File: config.mk
export PLATFORM = sky130hd
export DESIGN_NAME = control_seq
export DESIGN_NICKNAME = d
export VERILOG_FILES = /design/src/rtl/control_seq.sv
export SDC_FILE = /design/constraint.sdc
export NUM_CORES = 1
export LEC_CHECK = 0
export ABC_AREA = 1
export CELL_PAD_IN_SITES_DETAIL_PLACEMENT = 1
export CELL_PAD_IN_SITES_GLOBAL_PLACEMENT = 1
export CORE_MARGIN = 4
export CORE_UTILIZATION = 30
export CTS_BUF_LIST = sky130_fd_sc_hd__clkbuf_2
export DETAILED_ROUTE_END_ITERATION = 8
export PLACE_DENSITY = 0.89
export RECOVER_POWER = 25
export SYNTH_ARGS = -nofsm -noshare
export SYNTH_HDL_FRONTEND = slang
export SYNTH_SLANG_ARGS = --single-unit
File: constraint.sdc
create_clock -name clk -period 2.4 [get_ports clk]
set_input_delay 0.48 -clock clk [delete_from_list [all_inputs] [get_ports clk]]
set_output_delay 0.48 -clock clk [all_outputs]
set_load 0.05 [all_outputs]
File: src/rtl/control_seq.sv
// Instruction sequencer: a FETCH/EXEC/MEM controller that fetches halfword instructions,
// steers register-write and ALU operand muxes, resolves branches and counts retired instructions.
module control_seq #(
  parameter int unsigned XLEN       = 16,
  parameter int unsigned IMM_W      = 8,
  parameter int unsigned RESET_PC   = 0,
  parameter int unsigned REL_BRANCH = 0,
  parameter int unsigned CNT_W      = 16
) (
  input  logic             clk,
  input  logic             rst_n,
  input  logic [1:0]       flags,
  input  logic [7:0]       ctrl_flags,
  input  logic             imm3,
  input  logic [XLEN-1:0]  reg_o0,
  input  logic [XLEN-1:0]  reg_o2,
  input  logic [XLEN-1:0]  alu_out,
  input  logic [XLEN-1:0]  mem_rdata,
  input  logic             mem_ack,
  output logic             mem_req,
  output logic             mem_we,
  output logic             mem_half,
  output logic [XLEN-1:0]  mem_addr,
  output logic [XLEN-1:0]  mem_wdata,
  output logic [XLEN-1:0]  inst,
  output logic [XLEN-1:0]  reg_in,
  output logic             reg_we,
  output logic [XLEN-1:0]  alu_b,
  output logic [XLEN-2:0]  pc,
  output logic [CNT_W-1:0] retire_cnt
);

  localparam int unsigned      PC_W    = XLEN - 1;
  localparam logic [PC_W-1:0]  PC_ONE  = PC_W'(1);
  localparam logic [CNT_W-1:0] CNT_ONE = CNT_W'(1);

  typedef enum logic [1:0] {
    S_FETCH = 2'd0,
    S_EXEC  = 2'd1,
    S_MEM   = 2'd2
  } state_e;

  state_e           state_q, state_d;
  logic [PC_W-1:0]  pc_q, pc_d;
  logic [XLEN-1:0]  inst_q, inst_d;
  logic [CNT_W-1:0] cnt_q, cnt_d;
  logic             run_q;

  logic            cond_s, adi_s, ipc_s, wpc_s, spc_s, mem_we_op_s, mem_re_op_s, ldi_s;
  logic            mem_op_s, cond_true_s, take_s;
  logic [PC_W-1:0] target_s;

  assign cond_s      = ctrl_flags[7];
  assign adi_s       = ctrl_flags[6];
  assign ipc_s       = ctrl_flags[5];
  assign wpc_s       = ctrl_flags[4];
  assign spc_s       = ctrl_flags[3];
  assign mem_we_op_s = ctrl_flags[2];
  assign mem_re_op_s = ctrl_flags[1];
  assign ldi_s       = ctrl_flags[0];
  assign mem_op_s    = mem_we_op_s | mem_re_op_s;

  // Branch condition and target; pc_q already holds the post-fetch increment here.
  always_comb begin
    cond_true_s = 1'b0;
    target_s    = pc_q;
    case (inst_q[11:10])
      2'b00:   cond_true_s = 1'b1;
      2'b01:   cond_true_s = flags[0];
      2'b10:   cond_true_s = flags[1];
      2'b11:   cond_true_s = ~flags[0] | ~flags[1];
      default: cond_true_s = 1'b0;
    endcase
    if (wpc_s) begin
      target_s = alu_out[XLEN-1:1];
    end else if (REL_BRANCH != 0) begin
      target_s = pc_q + PC_W'($signed(inst_q[IMM_W-1:1]));
    end else begin
      target_s = PC_W'(inst_q[IMM_W-1:1]);
    end
  end

  assign take_s = (wpc_s | ipc_s) & (~cond_s | cond_true_s);

  // Next-state logic and memory/register strobes.
  always_comb begin
    state_d  = state_q;
    pc_d     = pc_q;
    inst_d   = inst_q;
    cnt_d    = cnt_q;
    mem_req  = 1'b0;
    mem_we   = 1'b0;
    mem_half = 1'b0;
    mem_addr = {pc_q, 1'b0};
    reg_we   = 1'b0;
    case (state_q)
      S_FETCH: begin
        mem_req  = run_q;
        mem_half = 1'b1;
        if (run_q && mem_ack) begin
          inst_d  = mem_rdata;
          pc_d    = pc_q + PC_ONE;
          state_d = S_EXEC;
        end else begin
          state_d = S_FETCH;
        end
      end
      S_EXEC: begin
        if (mem_op_s) begin
          state_d = S_MEM;
        end else begin
          reg_we  = 1'b1;
          cnt_d   = cnt_q + CNT_ONE;
          state_d = S_FETCH;
          if (take_s) begin
            pc_d = target_s;
          end else begin
            pc_d = pc_q;
          end
        end
      end
      S_MEM: begin
        mem_req  = 1'b1;
        mem_addr = alu_out;
        mem_we   = mem_we_op_s;
        mem_half = inst_q[3];
        if (mem_ack) begin
          reg_we  = ~mem_we_op_s;
          cnt_d   = cnt_q + CNT_ONE;
          state_d = S_FETCH;
        end else begin
          state_d = S_MEM;
        end
      end
      default: state_d = S_FETCH;
    endcase
  end

  // Register write data and ALU operand B selection.
  always_comb begin
    reg_in = alu_out;
    alu_b  = reg_o2;
    if (spc_s) begin
      reg_in = {pc_q, 1'b0};
    end else if (ldi_s) begin
      reg_in = XLEN'($signed(inst_q[IMM_W-1:0]));
    end else if (state_q == S_MEM) begin
      reg_in = mem_rdata;
    end else begin
      reg_in = alu_out;
    end
    if (adi_s) begin
      alu_b = XLEN'($signed(inst_q[3:0]));
    end else if (imm3) begin
      alu_b = XLEN'(inst_q[2:0]);
    end else begin
      alu_b = reg_o2;
    end
  end

  // State registers; run_q keeps mem_req low until the first edge after reset release.
  always_ff @(posedge clk or negedge rst_n) begin
    if (!rst_n) begin
      state_q <= S_FETCH;
      pc_q    <= PC_W'(RESET_PC);
      inst_q  <= {XLEN{1'b0}};
      cnt_q   <= {CNT_W{1'b0}};
      run_q   <= 1'b0;
    end else begin
      state_q <= state_d;
      pc_q    <= pc_d;
      inst_q  <= inst_d;
      cnt_q   <= cnt_d;
      run_q   <= 1'b1;
    end
  end

  assign mem_wdata  = reg_o0;
  assign inst       = inst_q;
  assign pc         = pc_q;
  assign retire_cnt = cnt_q;

endmodule

---- Yosys cells after proc, flatten, opt, wreduce, memory -nomap -nowiden ----
Cells that the tools add are included.
storage, ports and cells
  flip-flop bits (word level) ............. 50
  bits of input ports ..................... 78
  output and inout bits ................... 115
  logic and storage cells ................. 58
operators by class
  $add $sub $neg .......................... 2
  eq/ne operators ......................... 9
  mux-type cells .......................... 25
  bitwise operators ....................... 9
  reduce and logical (&&, ||, !) cells .... 8
operator list
  cell                                                                    number
  16-bit 2-to-1 mux                                                       8
  15-bit 2-to-1 mux                                                       4
  16-bit one-hot mux with 2 select lines                                  1
  15-bit one-hot mux with 2 select lines                                  1
  16-bit by 1-bit adder with 16-bit output (second input constant)        1
  15-bit by 1-bit adder with 15-bit output (second input constant)        1
  2-bit inequality test (second input constant)                           4
  2-bit equality test (second input constant)                             3
  1-bit one-hot mux with 2 select lines                                   3
  2-bit one-hot mux with 3 select lines                                   1
  2-bit by 1-bit equality test with 1-bit output (second input constant)  2
  2-bit zero test                                                         2
  1-bit 2-to-1 mux                                                        4
  2-bit 2-to-1 mux                                                        2
  1-bit NOT                                                               4
  1-bit OR                                                                4
  1-bit one-hot mux with 4 select lines                                   1
  4-bit AND reduction                                                     1
  2-bit nonzero test                                                      2
  3-bit AND reduction                                                     1
  2-bit AND reduction                                                     1
  1-bit bitwise AND                                                       1
  1-bit logical AND                                                       1

---- Longest topological paths before layout ----
  word-level depth ........................ 8
  mapped depth ............................ 11
  mapped depth without buffers ............ 11

---- Worst setup path before layout ----
Ideal clock, no wire load.
  path kind ............................... register to output
  start point ............................. register state_q[0]
  end point ............................... output mem_addr[12]
  data arrival time ....................... 2103 ps
  required time ........................... 1920 ps
  setup slack ............................. -183 ps
  cell stages (with the launch flop) ...... 6
  path buffers ............................ 2
  path through ............................ dfrtp_1 > inv_1 > ha_1 > buf_4 > clkbuf_1 > o21ai_0
on the way
  cells in the longest elaborated chain, start to end .. 2
RTL lines
  element                 RTL line  text
  from (decl)             43        state_e state_q, state_d;
  from (signal assigned)  170       state_q <= state_d;
  2-bit equality test     96        case (state_q)
  16-bit 2-to-1 mux       96
  to (decl)               23        output logic [XLEN-1:0] mem_addr,
Every way passes these cells.

---- Worst setup path after layout ----
  start point ............................. register state_q[0]
  end point ............................... output reg_in[7]
on the way
  cells in the longest elaborated chain, start to end .. 4
RTL lines
  element              RTL line  text
  2-bit equality test  147       end else if (state_q == S_MEM) begin
  16-bit 2-to-1 mux    147
  16-bit 2-to-1 mux    145       end else if (ldi_s) begin
  16-bit 2-to-1 mux    143       if (spc_s) begin
  to (decl)            26        output logic [XLEN-1:0] reg_in,
Every way passes these cells.

==> impl_results.md <==
* Failing checks: max-capacitance violations, max-slew violations, negative setup slack
* Vias/cell at 5.21
* Final hold vios at 0
* Worst-Margin Slew at 1.53 ns
* DP Area at 0.00585 sq mm
* Cell variety after synth at 36
* Number of synthesized flops with an enable pin at 0
* WL final at 18000 microns
* CP Class: reg2out
* Gr usage total at 23.4%
* Rows at 40
* Iteration-0 DRC Markers at 298
* # setup viols final at 22
* DR WL/cell at 20.0 microns
* Reg clk slew, reported paths at 0.32 ns
* Flop pwr share at 21.1%
* Post-synth top area cell: dfrtp_1
* Avg Cell Area, Syn at 6.54 sq um
* Initial antenna violation count at 0
* Critical path arrival at 2.00 ns
* Leading cell types in the layout, fill and taps excluded: nand2_1 (211), clkdlybuf4s50_1 (92), inv_1 (54)
* Pin count of the biggest net entering global routing at 27
* Tot Pwr at 6.76 mW
* Synth area leaders: dfrtp_1 (33%), nand2_1 (22%), o21ai_0 (7.5%)
* Final layout net count at 815
* Syn Nets at 663
* Setup TNS at -0.654 ns
* Clock share of power at 7.5%
* CTS tree: built
* Total of max-cap violations at 1
* I/O pin count at 193
* Pre-antenna DRT Iters at 5
* Top cell type's share of synthesized area at 33.0%
* Core Box Area at 0.0122 sq mm
* Synth-to-layout area growth at 70.4%
* Initial Utilization at 31.1%
* Synth Warn # at 0
* Internal cell power at 3.02 mW
* Die area at 0.0145 sq mm
* Largest fanout on the critical path at 5
* Final instance area at 0.00645 sq mm
* Post-synth top flop: dfrtp_1
* ANT nets after route at 0
* Fill cells at 1461
* Max-slew violation count at 26
* TritonCTS Sinks at 50
* Fin crit share at 104%
* First-pass GRT wire length at 27000 microns
* RSZ-0062 raised after global routing: true
* Root Buffer: clkbuf_2
* Synthesized instance count at 579
* Post-DP HPWL at 13100 microns
* Worst R2R Start: state_q[1]$_DFF_PN0_
* Min-Delay Startpoint: retire_cnt[3]$_DFFE_PN0P_
* Synthesized flop and latch total at 50
* Status: finished, violations left
* Diodes inserted at 0
* Sw Ratio at 55.3%
* Htree depth at 2
* CP startpoint kind: flop
* Number of port buffers at 160
* Sequential share of the synthesized area at 33.0%
* Hold Crit Class: reg2reg
* Max-slew headroom at -1.95%
* Later-pin clock latency in the skew report at 0.48 ns
* CP Data Required Time at 1.92 ns
* Post-Syn Area at 0.00379 sq mm
* Clock buffer depth at 2
* F_max at 0.402 GHz
* Gate power share at 71.4%
* Commonest non-fill, non-tap cell in the layout: nand2_1
* Crit path launch: state_q[0]$_DFF_PN0_
* Ys async rst share at 100%
* Via count at 4693
* Routability cong. at 0.918
* DIE WIDTH at 120 microns
* Switching pwr at 3.74 mW
* Static leakage at 3.07 nW
* # DRC at 0
* Hold WS at 0.534 ns
* Total CTS buffers at 5
* Peak supply drop at 472 uV
* Final worst path period need at 2.48 ns
* Die height at 120 microns
* Final Skew at 0.0357 ns
* Vias in the first global route at 4969
* Grt total ovfl at 0
* Worst setup EP type: primary output
* Pwr dens at 1050 mW/mm^2
* Worst Slack Setup Final at -0.0849 ns
* Layout cell share with drive strength beyond 1 at 21.4%
[worst max-delay path, cell delays in order (launching register included)]
cell,delay [ns]
dfrtp_1,0.47
inv_2,0.09
ha_4,0.19
buf_12,0.14
inv_8,0.05
a21oi_4,0.12
o21ai_2,0.08
a22oi_2,0.21
buf_12,0.17
[sequential cells by signal (all words and copies together) (netlist names)]
name	cells
inst	16
state_q	2
run_q	1
pc	15
retire_cnt	16
[Yosys cell counts (2+ instances only)]
cell type  number
a31oi_1         2
buf_6           2
o21ai_1         3
or2_2           2
inv_1          58
a21oi_1        10
xor2_1          7
clkbuf_1        9
o211ai_1       14
nand2_1       226
nor2_4          2
buf_4          18
a22oi_1         9
buf_2          10
nor3_1          6
xnor2_1         3
dfrtp_1        50
nor2_2          3
nand4_1         9
inv_2           2
nand3_1        31
nor2_1         24
nand2_2         5
ha_1            6
o21ai_0        57
[metal layers]
metal | wire [microns] | part of all wire (%) | vias to the layer above | track usage [%]
met4 | 527 | 2.9 | 0 | 7.86
met5 | 0 | 0 | - | 0
met3 | 844 | 4.7 | 36 | 3.65
li1 | - | - | 2156 | -
met1 | 7170 | 40 | 2320 | 28.5
met2 | 9440 | 53 | 181 | 42.1
[worst paths after layout]
check	cells after the start	end	slack (ns)
max	8	reg_in[7]	-0.08
min	1	retire_cnt[3]$_DFFE_PN0P_	0.53
max reg2reg	10	pc[10]$_DFFE_PN0P_	0.33
min reg2reg	1	retire_cnt[3]$_DFFE_PN0P_	0.53
max in group asynchronous	3	pc[6]$_DFFE_PN0P_	0.13
min in group asynchronous	2	pc[11]$_DFFE_PN0P_	0.88
[what timing repair did]
action	CTS	global route
endpoints found under the hold margin	24	0
setup buffers	6	3
gates resized for setup	65	52
hold buffers	1	0
endpoints found under the setup margin	33	47
pin swaps	3	11
gates cloned	2	2
[final cells by class]
cell class | count | area [sq um] | area share (%)
timing repair inverter | 1 | 11.3 | 0.175
clock buffer | 5 | 25.0 | 0.388
timing repair buffer | 183 | 2270 | 35.2
tap | 168 | 210 | 3.26
inverter | 60 | 240 | 3.72
sequential | 50 | 1250 | 19.4
clock inverter | 3 | 47.5 | 0.737
multi-input combinational | 430 | 2400 | 37.1
[power groups by stage]
stage                     Combinational, mW  Clock, mW  Sequential [mW]
after floorplan                        1.81          0             2.16
after global placement                 4.37          0             1.44
after detailed placement               4.48          0             1.45
after CTS                              4.64      0.531             1.43
after global routing                   5.04      0.561             1.48
final                                  4.83      0.508             1.43
[cells by family (layout without fill, tap and decap cells)]
| logic type | after synthesis | count (layout) | synth area share (%) |
|---|---|---|---|
| AND/OR/NAND/NOR | 312 | 312 | 34.4 |
| AO/OA/AOI/OAI | 101 | 101 | 15.8 |
| buffers and inverters | 99 | 252 | 12.3 |
| flip-flops | 50 | 50 | 33.0 |
| XOR/XNOR | 10 | 10 | 2.31 |
| adder cells (fa/ha/maj) | 6 | 6 | 1.98 |
| other | 1 | 1 | 0.0990 |
[stage by stage]
stage | instances | setup WS [ns] | utilization [%]
final | 900 | -0.0849 | 53.1
after detailed placement | 879 | -0.220 | 48.1
after global placement | 879 | -0.0427 | 48.1
after floorplan | 579 | -0.183 | -
after CTS | 896 | -0.0973 | 51.0
after global routing | 900 | -0.194 | 53.1
(Power assumes the default switching activity.)
